<file path="src/rtl/xvga_defs.sv">
// Shared raster definitions for the 1024x768@60 display: default timing,
// derived totals, beam counter widths and the wall codes latched on vblank.
package xvga_defs;

  localparam int H_ACTIVE_DEF = 1024;
  localparam int H_FP_DEF     = 24;
  localparam int H_SYNC_DEF   = 136;
  localparam int H_BP_DEF     = 160;
  localparam int V_ACTIVE_DEF = 768;
  localparam int V_FP_DEF     = 3;
  localparam int V_SYNC_DEF   = 6;
  localparam int V_BP_DEF     = 29;

  localparam int H_TOTAL_DEF  = H_ACTIVE_DEF + H_FP_DEF + H_SYNC_DEF + H_BP_DEF;
  localparam int V_TOTAL_DEF  = V_ACTIVE_DEF + V_FP_DEF + V_SYNC_DEF + V_BP_DEF;

  localparam int HCOUNT_W = 11;
  localparam int VCOUNT_W = 10;

  // Wall codes the physics block latches when vblank_start pulses.
  typedef enum logic [2:0] {
    NO_WALL     = 3'd0,
    LEFT_WALL   = 3'd1,
    RIGHT_WALL  = 3'd2,
    TOP_WALL    = 3'd3,
    BOTTOM_WALL = 3'd4,
    FRONT_WALL  = 3'd5
  } wall_t;

  // Half-open window test lo <= pos < hi, unsigned at counter width.
  function automatic logic in_window(input logic [10:0] pos,
                                     input logic [10:0] lo,
                                     input logic [10:0] hi);
    return (pos >= lo) && (pos < hi);
  endfunction

endpackage

</file>
<file path="src/rtl/sync_delay.sv">
// Fixed-depth shift register that lines sync/blank up with the registered
// sprite pixel pipeline. DEPTH=0 degenerates to a wire.
module sync_delay #(
  parameter int               DEPTH     = 2,
  parameter int               WIDTH     = 3,
  parameter logic [WIDTH-1:0] RESET_VAL = '0
) (
  input  logic             clk,
  input  logic             reset_n,
  input  logic [WIDTH-1:0] din,
  output logic [WIDTH-1:0] dout
);

  generate
    if (DEPTH == 0) begin : g_pass
      logic unused_s;
      // Clock and reset have no role in the pass-through variant.
      assign unused_s = clk ^ reset_n;
      assign dout     = din;
    end else begin : g_shift
      logic [WIDTH-1:0] stage_r [DEPTH];

      // Shift the sync/blank vector one stage per clock; reset fills every stage.
      always_ff @(posedge clk) begin
        if (!reset_n) begin
          for (int i = 0; i < DEPTH; i++) begin
            stage_r[i] <= RESET_VAL;
          end
        end else begin
          stage_r[0] <= din;
          for (int i = 1; i < DEPTH; i++) begin
            stage_r[i] <= stage_r[i-1];
          end
        end
      end

      assign dout = stage_r[DEPTH-1];
    end
  endgenerate

endmodule

</file>
<file path="src/rtl/xvga_timing.sv">
// Raster timing generator: beam counters, sync/blank registered from the next
// count so they line up with hcount/vcount, frame strobes and a frame counter.
module xvga_timing
  import xvga_defs::*;
#(
  parameter int   H_ACTIVE   = H_ACTIVE_DEF,
  parameter int   H_FP       = H_FP_DEF,
  parameter int   H_SYNC     = H_SYNC_DEF,
  parameter int   H_BP       = H_BP_DEF,
  parameter int   V_ACTIVE   = V_ACTIVE_DEF,
  parameter int   V_FP       = V_FP_DEF,
  parameter int   V_SYNC     = V_SYNC_DEF,
  parameter int   V_BP       = V_BP_DEF,
  parameter logic SYNC_POL   = 1'b0,
  parameter int   PIPE_DELAY = 2
) (
  input  logic                vclock,
  input  logic                reset_n,
  output logic [HCOUNT_W-1:0] hcount,
  output logic [VCOUNT_W-1:0] vcount,
  output logic                hsync,
  output logic                vsync,
  output logic                blank,
  output logic                hsync_d,
  output logic                vsync_d,
  output logic                blank_d,
  output logic                frame_start,
  output logic                vblank_start,
  output logic [7:0]          frame_count
);

  localparam logic [10:0] H_LAST_C   = 11'(H_ACTIVE + H_FP + H_SYNC + H_BP - 1);
  localparam logic [10:0] H_ACT_C    = 11'(H_ACTIVE);
  localparam logic [10:0] HS_START_C = 11'(H_ACTIVE + H_FP);
  localparam logic [10:0] HS_END_C   = 11'(H_ACTIVE + H_FP + H_SYNC);
  localparam logic [9:0]  V_LAST_C   = 10'(V_ACTIVE + V_FP + V_SYNC + V_BP - 1);
  localparam logic [9:0]  V_ACT_C    = 10'(V_ACTIVE);
  localparam logic [10:0] VS_START_C = 11'(V_ACTIVE + V_FP);
  localparam logic [10:0] VS_END_C   = 11'(V_ACTIVE + V_FP + V_SYNC);
  localparam logic [2:0]  FILL_C     = {~SYNC_POL, ~SYNC_POL, 1'b1};

  logic [10:0] hcount_r;
  logic [9:0]  vcount_r;
  logic        hsync_r;
  logic        vsync_r;
  logic        blank_r;
  logic        frame_start_r;
  logic        vblank_start_r;
  logic [7:0]  frame_count_r;

  logic [10:0] hcount_next_s;
  logic [9:0]  vcount_next_s;
  logic        h_wrap_s;
  logic        v_wrap_s;
  logic [2:0]  delayed_s;

  // Next beam position: hcount wraps at end of line and carries into vcount.
  always_comb begin
    h_wrap_s      = (hcount_r == H_LAST_C);
    v_wrap_s      = (vcount_r == V_LAST_C);
    hcount_next_s = hcount_r + 11'd1;
    vcount_next_s = vcount_r;
    if (h_wrap_s) begin
      hcount_next_s = 11'd0;
      if (v_wrap_s) begin
        vcount_next_s = 10'd0;
      end else begin
        vcount_next_s = vcount_r + 10'd1;
      end
    end else begin
      vcount_next_s = vcount_r;
    end
  end

  // Counters, sync/blank decoded from the next position, strobes and frame count.
  always_ff @(posedge vclock) begin
    if (!reset_n) begin
      hcount_r       <= 11'd0;
      vcount_r       <= 10'd0;
      hsync_r        <= ~SYNC_POL;
      vsync_r        <= ~SYNC_POL;
      blank_r        <= 1'b0;
      frame_start_r  <= 1'b0;
      vblank_start_r <= 1'b0;
      frame_count_r  <= 8'd0;
    end else begin
      hcount_r       <= hcount_next_s;
      vcount_r       <= vcount_next_s;
      hsync_r        <= in_window(hcount_next_s, HS_START_C, HS_END_C) ? SYNC_POL : ~SYNC_POL;
      vsync_r        <= in_window({1'b0, vcount_next_s}, VS_START_C, VS_END_C) ? SYNC_POL : ~SYNC_POL;
      blank_r        <= (hcount_next_s >= H_ACT_C) || (vcount_next_s >= V_ACT_C);
      frame_start_r  <= h_wrap_s && v_wrap_s;
      vblank_start_r <= (hcount_next_s == 11'd0) && (vcount_next_s == V_ACT_C);
      if (h_wrap_s && v_wrap_s) begin
        frame_count_r <= frame_count_r + 8'd1;
      end else begin
        frame_count_r <= frame_count_r;
      end
    end
  end

  sync_delay #(
    .DEPTH     (PIPE_DELAY),
    .WIDTH     (3),
    .RESET_VAL (FILL_C)
  ) u_sync_delay (
    .clk     (vclock),
    .reset_n (reset_n),
    .din     ({hsync_r, vsync_r, blank_r}),
    .dout    (delayed_s)
  );

  assign hcount       = hcount_r;
  assign vcount       = vcount_r;
  assign hsync        = hsync_r;
  assign vsync        = vsync_r;
  assign blank        = blank_r;
  assign hsync_d      = delayed_s[2];
  assign vsync_d      = delayed_s[1];
  assign blank_d      = delayed_s[0];
  assign frame_start  = frame_start_r;
  assign vblank_start = vblank_start_r;
  assign frame_count  = frame_count_r;

endmodule

</file>
<file path="config.mk">
export PLATFORM = sky130hd
export DESIGN_NAME = xvga_timing
export DESIGN_NICKNAME = d
export VERILOG_FILES = /design/src/rtl/xvga_defs.sv /design/src/rtl/sync_delay.sv /design/src/rtl/xvga_timing.sv
export SDC_FILE = /design/constraint.sdc
export NUM_CORES = 1
export LEC_CHECK = 0
export CAP_MARGIN = 10
export CORE_AREA = 8 8 62 85
export CTS_CLUSTER_DIAMETER = 200
export CTS_CLUSTER_SIZE = 10
export DETAILED_ROUTE_END_ITERATION = 12
export DIE_AREA = 0 0 70 93
export GPL_ROUTABILITY_DRIVEN = 0
export PLACE_DENSITY = 0.76
export SYNTH_ARGS = -nofsm -noshare
export SYNTH_HDL_FRONTEND = slang
export SYNTH_HIERARCHICAL = 1
export SYNTH_SLANG_ARGS = --single-unit
</file>
<file path="constraint.sdc">
create_clock -name vclock -period 2.9 [get_ports vclock]
set_input_delay 0.58 -clock vclock [delete_from_list [all_inputs] [get_ports vclock]]
set_output_delay 0.58 -clock vclock [all_outputs]
set_load 0.03 [all_outputs]
</file>
[Yosys cells after proc, flatten, opt, wreduce, memory -nomap -nowiden]
Memories as Yosys holds them, arrays and structs flattened.
Cells that the tools add are included.
Storage, ports and cells
  memories kept: 1
  input port bits: 2
  word-level logic and storage cells: 38
  output and inout port bits: 37
  flip-flop bits (word level): 34
  bits in writable memories: 6
Operators by class
  equality and inequality tests: 3
  magnitude comparators: 6
  muxes and demuxes: 9
  bitwise gates (word level): 2
  reductions and logical operators: 6
  add/sub/neg operators: 3
Memories
  u_sync_delay.g_shift.stage_r: words 2, width 3, read ports 2, clocked after memory_dff 0, write ports 2, line sync_delay.sv:21  | logic [WIDTH-1:0] stage_r [DEPTH];
Operators with widths (number)
  $ge 11x11->1 const B: 2
  $eq 10x10->1 const B: 2
  $ge 10x10->1 const B: 2
  $mux 10: 2
  $add 11x1->11 const B: 1
  $eq 11x11->1 const B: 1
  $logic_not 11->1: 1
  $lt 11x11->1 const B: 1
  $mux 11: 1
  $add 10x1->10 const B: 1
  $lt 10x10->1 const B: 1
  $add 8x1->8 const B: 1
  $mux 3: 2
  $logic_and 1x1->1: 4
  $mux 1: 4
  $or 1x1->1: 2
  $logic_or 1x1->1: 1

[Logic depth before layout (Yosys ltp)]
  depth after elaboration: 6
  depth in mapped cells: 8
  gate-level depth less buffers: 8

[By module]
Netlist, hierarchy kept.
By module, submodules not included
  xvga_timing: area an instance 1774.2 µm², cells an instance 212, times used 1
  sync_delay: area an instance 180.2 µm², cells an instance 15, times used 1

[Worst setup path after synthesis]
Ideal clock, no wire load.
  path kind: flip-flop to flip-flop
  start point: register hcount_r[0], in the netlist hcount[0]
  end point: register vsync_r, in the netlist vsync
  library setup time: 0.127 ns
  period minus slack after synthesis: 2.836 ns
  path slack: 0.064 ns
  stages on the path, launching flop included: 9
  arrival: 2.709 ns
  path through: dfxtp_1 ha_1 nand2_1 or4_4 buf_6 nor2_4 mux2i_1 mux2_1 or3_1
On the way
  longest elaborated chain between the ends: 5
Ends and longest elaborated chain
  from (decl): line xvga_timing.sv:42  | logic [10:0] hcount_r;
  from (signal assigned): line xvga_timing.sv:87  | hcount_r <= hcount_next_s;
  $eq 11x11->1 *: line xvga_timing.sv:59  | h_wrap_s = (hcount_r == H_LAST_C);
  $mux 10 *: line xvga_timing.sv:63  | if (h_wrap_s) begin
  $ge 10x10->1 / $lt 10x10->1 (equally long branches): line xvga_defs.sv:34  | return (pos >= lo) && (pos < hi);
  $logic_and 1x1->1 *: line xvga_defs.sv:34
  $mux 1 *: line xvga_timing.sv:90  | vsync_r <= in_window({1'b0, vcount_next_s}, VS_START_C, VS_END_C) ? SYNC_POL : ~SYNC_POL;
  to (signal assigned): line xvga_timing.sv:81  | vsync_r <= ~SYNC_POL;
  to (signal assigned): line xvga_timing.sv:90
  to (decl): line xvga_timing.sv:45  | logic vsync_r;
Every way passes the cells marked *; elsewhere a longest branch is shown, timed or not.
A chain may end at the register's enable or synchronous reset.

[Worst setup path in the final report]
Same ends and word-level chain as after synthesis.

==> impl_results.md <==
- Pin count of the biggest net entering global routing: 14
- Clock slew seen by the registers of the worst setup and hold paths: 0.08 ns
- Endpoint required time on the critical path: 3.08 ns
- Least-Margin Pin Slew: 0.589 ns
- Instance count of the mapped netlist: 227
- Number of antenna diodes: 0
- Detailed router's first-iteration violation count: 127
- Total wire length after detailed routing: 4.48 mm
- Layout filler cell count: 386
- Dpl cell area: 2390 sq um
- Setup Crit Path Kind: register to register
- Register Area: 801 sq um
- RSZ-0062 raised after global routing: no
- Final count of negative-setup-slack endpoints: 0
- Total negative slack: 0 ns
- CTS Buf Count: 5
- CTS sink count: 40
- Largest clock skew in the final design: 0.00629 ns
- Initial antenna violation count: 0
- Combined buffer and inverter count along the critical path: 0
- Worst min-delay path category: register to register
- Post-Synth Adder-Cell Area: 3.20%
- Leading cell types by total area after synthesis: dfxtp_1, nor2_1, xor2_1
- Netlist area before placement: 1950 sq um
- Mean instance size in the synthesized netlist: 8.61 sq um
- Register area share after synthesis: 41.0%
- Ratio of routed vias to standard cells: 5.54
- Type of origin of the critical path: register
- Average wire per cell in the routed design: 14.2 microns
- Cell type group with the largest total delay on the critical path: simple AND/OR/NAND/NOR gates
- Die X-Extent: 70 microns
- Power density over the cells: 395 nW/um^2
- Number of routed nets with antenna violations: 0
- Outcome: completed
- List of cells traversed by the critical path: ha_1, nand2_1, or4_4, nor2_4, mux2i_1, mux2_1, or3_1
- Endpoint arrival time on the critical path: 2.82 ns
- Initial Util: 48.1%
- Via count of the first global-routing pass: 1732
- Worst setup EP type: register
- Mapped Nets: 234
- Fin. Hold Viols: 0
- Clock latency of the later-clocked register in the worst-skew pair: 0.29 ns
- Delay of the slowest critical-path stage: 0.63 ns
- Synth area leader: dfxtp_1
- Leakage: 0.000848 uW
- Number of max-slew violations in the final report: 0
- Total via count in the routed design: 1750
- Yosys warns: 6
- Parity-gate share of the synthesized area counting xor and xnor cells: 8.51%
- Height of the chip: 93 microns
- Buffer type at the clock tree root: clkbuf_8
- Residual DRC count: 0
- I/O pins: 39
- Full die area: 6510 sq um
- Number of cells upsized or downsized after cts: 0
- Worst-case headroom to the max-slew limit: 60.5%
- Signed area change from the synthesized netlist to the final layout: 27.1%
- Detail Placement HPWL: 3.33 mm
- Max VDD drop: 0.000317 V
- Standard-cell rows: 28
- Max-capacitance violation count: 0
- Slowest stage cell on the critical path: or4_4
- Multi-input logic area: 1090 sq um
- Fraction of final layout cells sized beyond drive strength 1: 8.12%
- Hold-fix buffers at CTS: 0
- Number of nets in the final layout: 277
- Multiplexer fraction of the synthesized cell area: 2.11%
- Top-area cell type share of the netlist area: 41.0%
- Global-route total usage across every layer: 14.2%
- DR pass1 iterations: 4
- Setup Buffers After CTS: 0
- Final Instance Area: 2480 sq um
- Overflow left after global routing: 0
- Clock Tree Buf Depth: 2
- Clock tree from TritonCTS: yes
- Combinational family with the most area after synthesis: simple AND/OR/NAND/NOR gates
- Number of distinct library cell variants in the gate-level netlist after synthesis: 44
- Shortest clock period the worst path allows after layout: 2.65 ns
- Maximum level of the CTS H-tree: 2
- Peak clock frequency supported by timing: 378 MHz
- Register bit total from synthesis: 40
- Final cycle utilization of the critical path: 91.2%
- Maximum fanout encountered on the critical timing path: 10
- Area fraction in compound gates after synthesis: 9.60%
- First-pass GRT wire length: 7.67 mm
- Total core area: 4060 sq um
- Post-synthesis simple-gate area fraction: 31.9%
- IO Port Bufs: 38
[metal layers]
| layer | global-route usage (%) | up-vias | part of all wire (%) |
|---|---|---|---|
| met3 | 3.82 | 11 | 4.6 |
| li1 | - | 879 | - |
| met5 | 0 | - | 0 |
| met4 | 8.91 | 0 | 2.4 |
| met2 | 25.5 | 44 | 53 |
| met1 | 14.1 | 816 | 40 |
[cells by family (layout without fill, tap and decap cells)]
family                     count (synthesis)  count (layout)
and+or+nand+nor                          116             116
xor gates and xnor gates                  19              19
buffers and inverters                     13              57
muxes                                      4               4
AOI/OAI and AO/OA                         30              30
adders and majority gates                  5               5
DFF                                       40              40
[placed cells by master, fill, tap and decap left out, types with 2 or more instances in the layout]
cell / n
a211oi_1: 2
buf_4: 7
nand4bb_1: 2
mux2i_1: 3
clkinv_2: 2
nor2_1: 32
clkdlybuf4s50_1: 38
clkbuf_8: 6
dfxtp_1: 40
o21ai_0: 7
nand3b_1: 2
nand4_1: 5
nand3_1: 10
o211ai_1: 3
nand2_1: 19
xor2_1: 11
nand4b_1: 4
and2_1: 7
a21oi_1: 7
or2_2: 2
ha_1: 5
inv_1: 3
nand2b_1: 9
a31oi_1: 3
or3_1: 5
nor3_1: 8
xnor2_1: 8
and3_1: 4
nor4_1: 2
[registers in the layout (all words and copies together), names as in the netlist]
signal,cells
blank,1
frame_count,8
frame_start,1
hcount,11
hsync,1
u_sync_delay/g_shift.stage_r,6
vblank_start,1
vcount,10
vsync,1
[worst paths after layout]
kind | startpoint | endpoint | slack, ns | cells after the start
setup / recovery | hcount[0] | vsync | 0.25 | 7
hold / removal | u_sync_delay/g_shift.stage_r[0][2] | u_sync_delay/g_shift.stage_r[0][5] | 0.41 | 1
setup reg to reg | hcount[0] | vsync | 0.25 | 7
hold reg to reg | u_sync_delay/g_shift.stage_r[0][2] | u_sync_delay/g_shift.stage_r[0][5] | 0.41 | 1
[report_power, final]
| group | internal (uW) | switching [uW] | total, uW |
|---|---|---|---|
| combinational | 18.2 | 26.0 | 44.3 |
| sequential | 554 | 6.11 | 560 |
| clock | 190 | 189 | 379 |
| total | 762 | 221 | 983 |
[layout make-up]
| type | count | area share, % |
|---|---|---|
| Tap cell | 45 | 2.27 |
| Clock buffer | 6 | 3.32 |
| Timing Repair Buffer | 45 | 17.4 |
| Sequential cell | 40 | 32.2 |
| Clock inverter | 2 | 0.403 |
| Multi-Input combinational cell | 174 | 43.8 |
| Inverter | 4 | 0.604 |
[Yosys cell counts (all sizes together)]
library cell   n
nand4bb        2
o31ai          1
clkbuf         2
a211oi         2
nand4b         4
dfxtp         40
and2           7
and3           4
xnor2          8
a31oi          3
or2            2
a21o           1
a22o           1
a21oi          7
nor4           3
nand2b         9
nand3b         2
a41oi          1
mux2           1
o211ai         3
o21ai          8
xor2          11
nor3           9
o22ai          1
nand4          5
o311ai         1
o41ai          1
mux2i          3
inv            3
nor2          33
ha             5
buf            7
or3            5
nand3         11
nand2         19
or4            1
clkinv         1
[per-stage QoR]
stage	hold slack, ns	utilization, %	setup WS [ns]	instances	total power [uW]
after floorplan	0.386	-	0.0642	227	596
after global placement	0.389	58.9	0.349	308	617
after detailed placement	0.395	58.9	0.249	308	617
after CTS	0.412	61.1	0.254	316	991
after global routing	0.421	61.1	0.0881	316	1030
final	0.407	61.1	0.254	316	983
No activity file was read; power rests on OpenSTA's default activity.
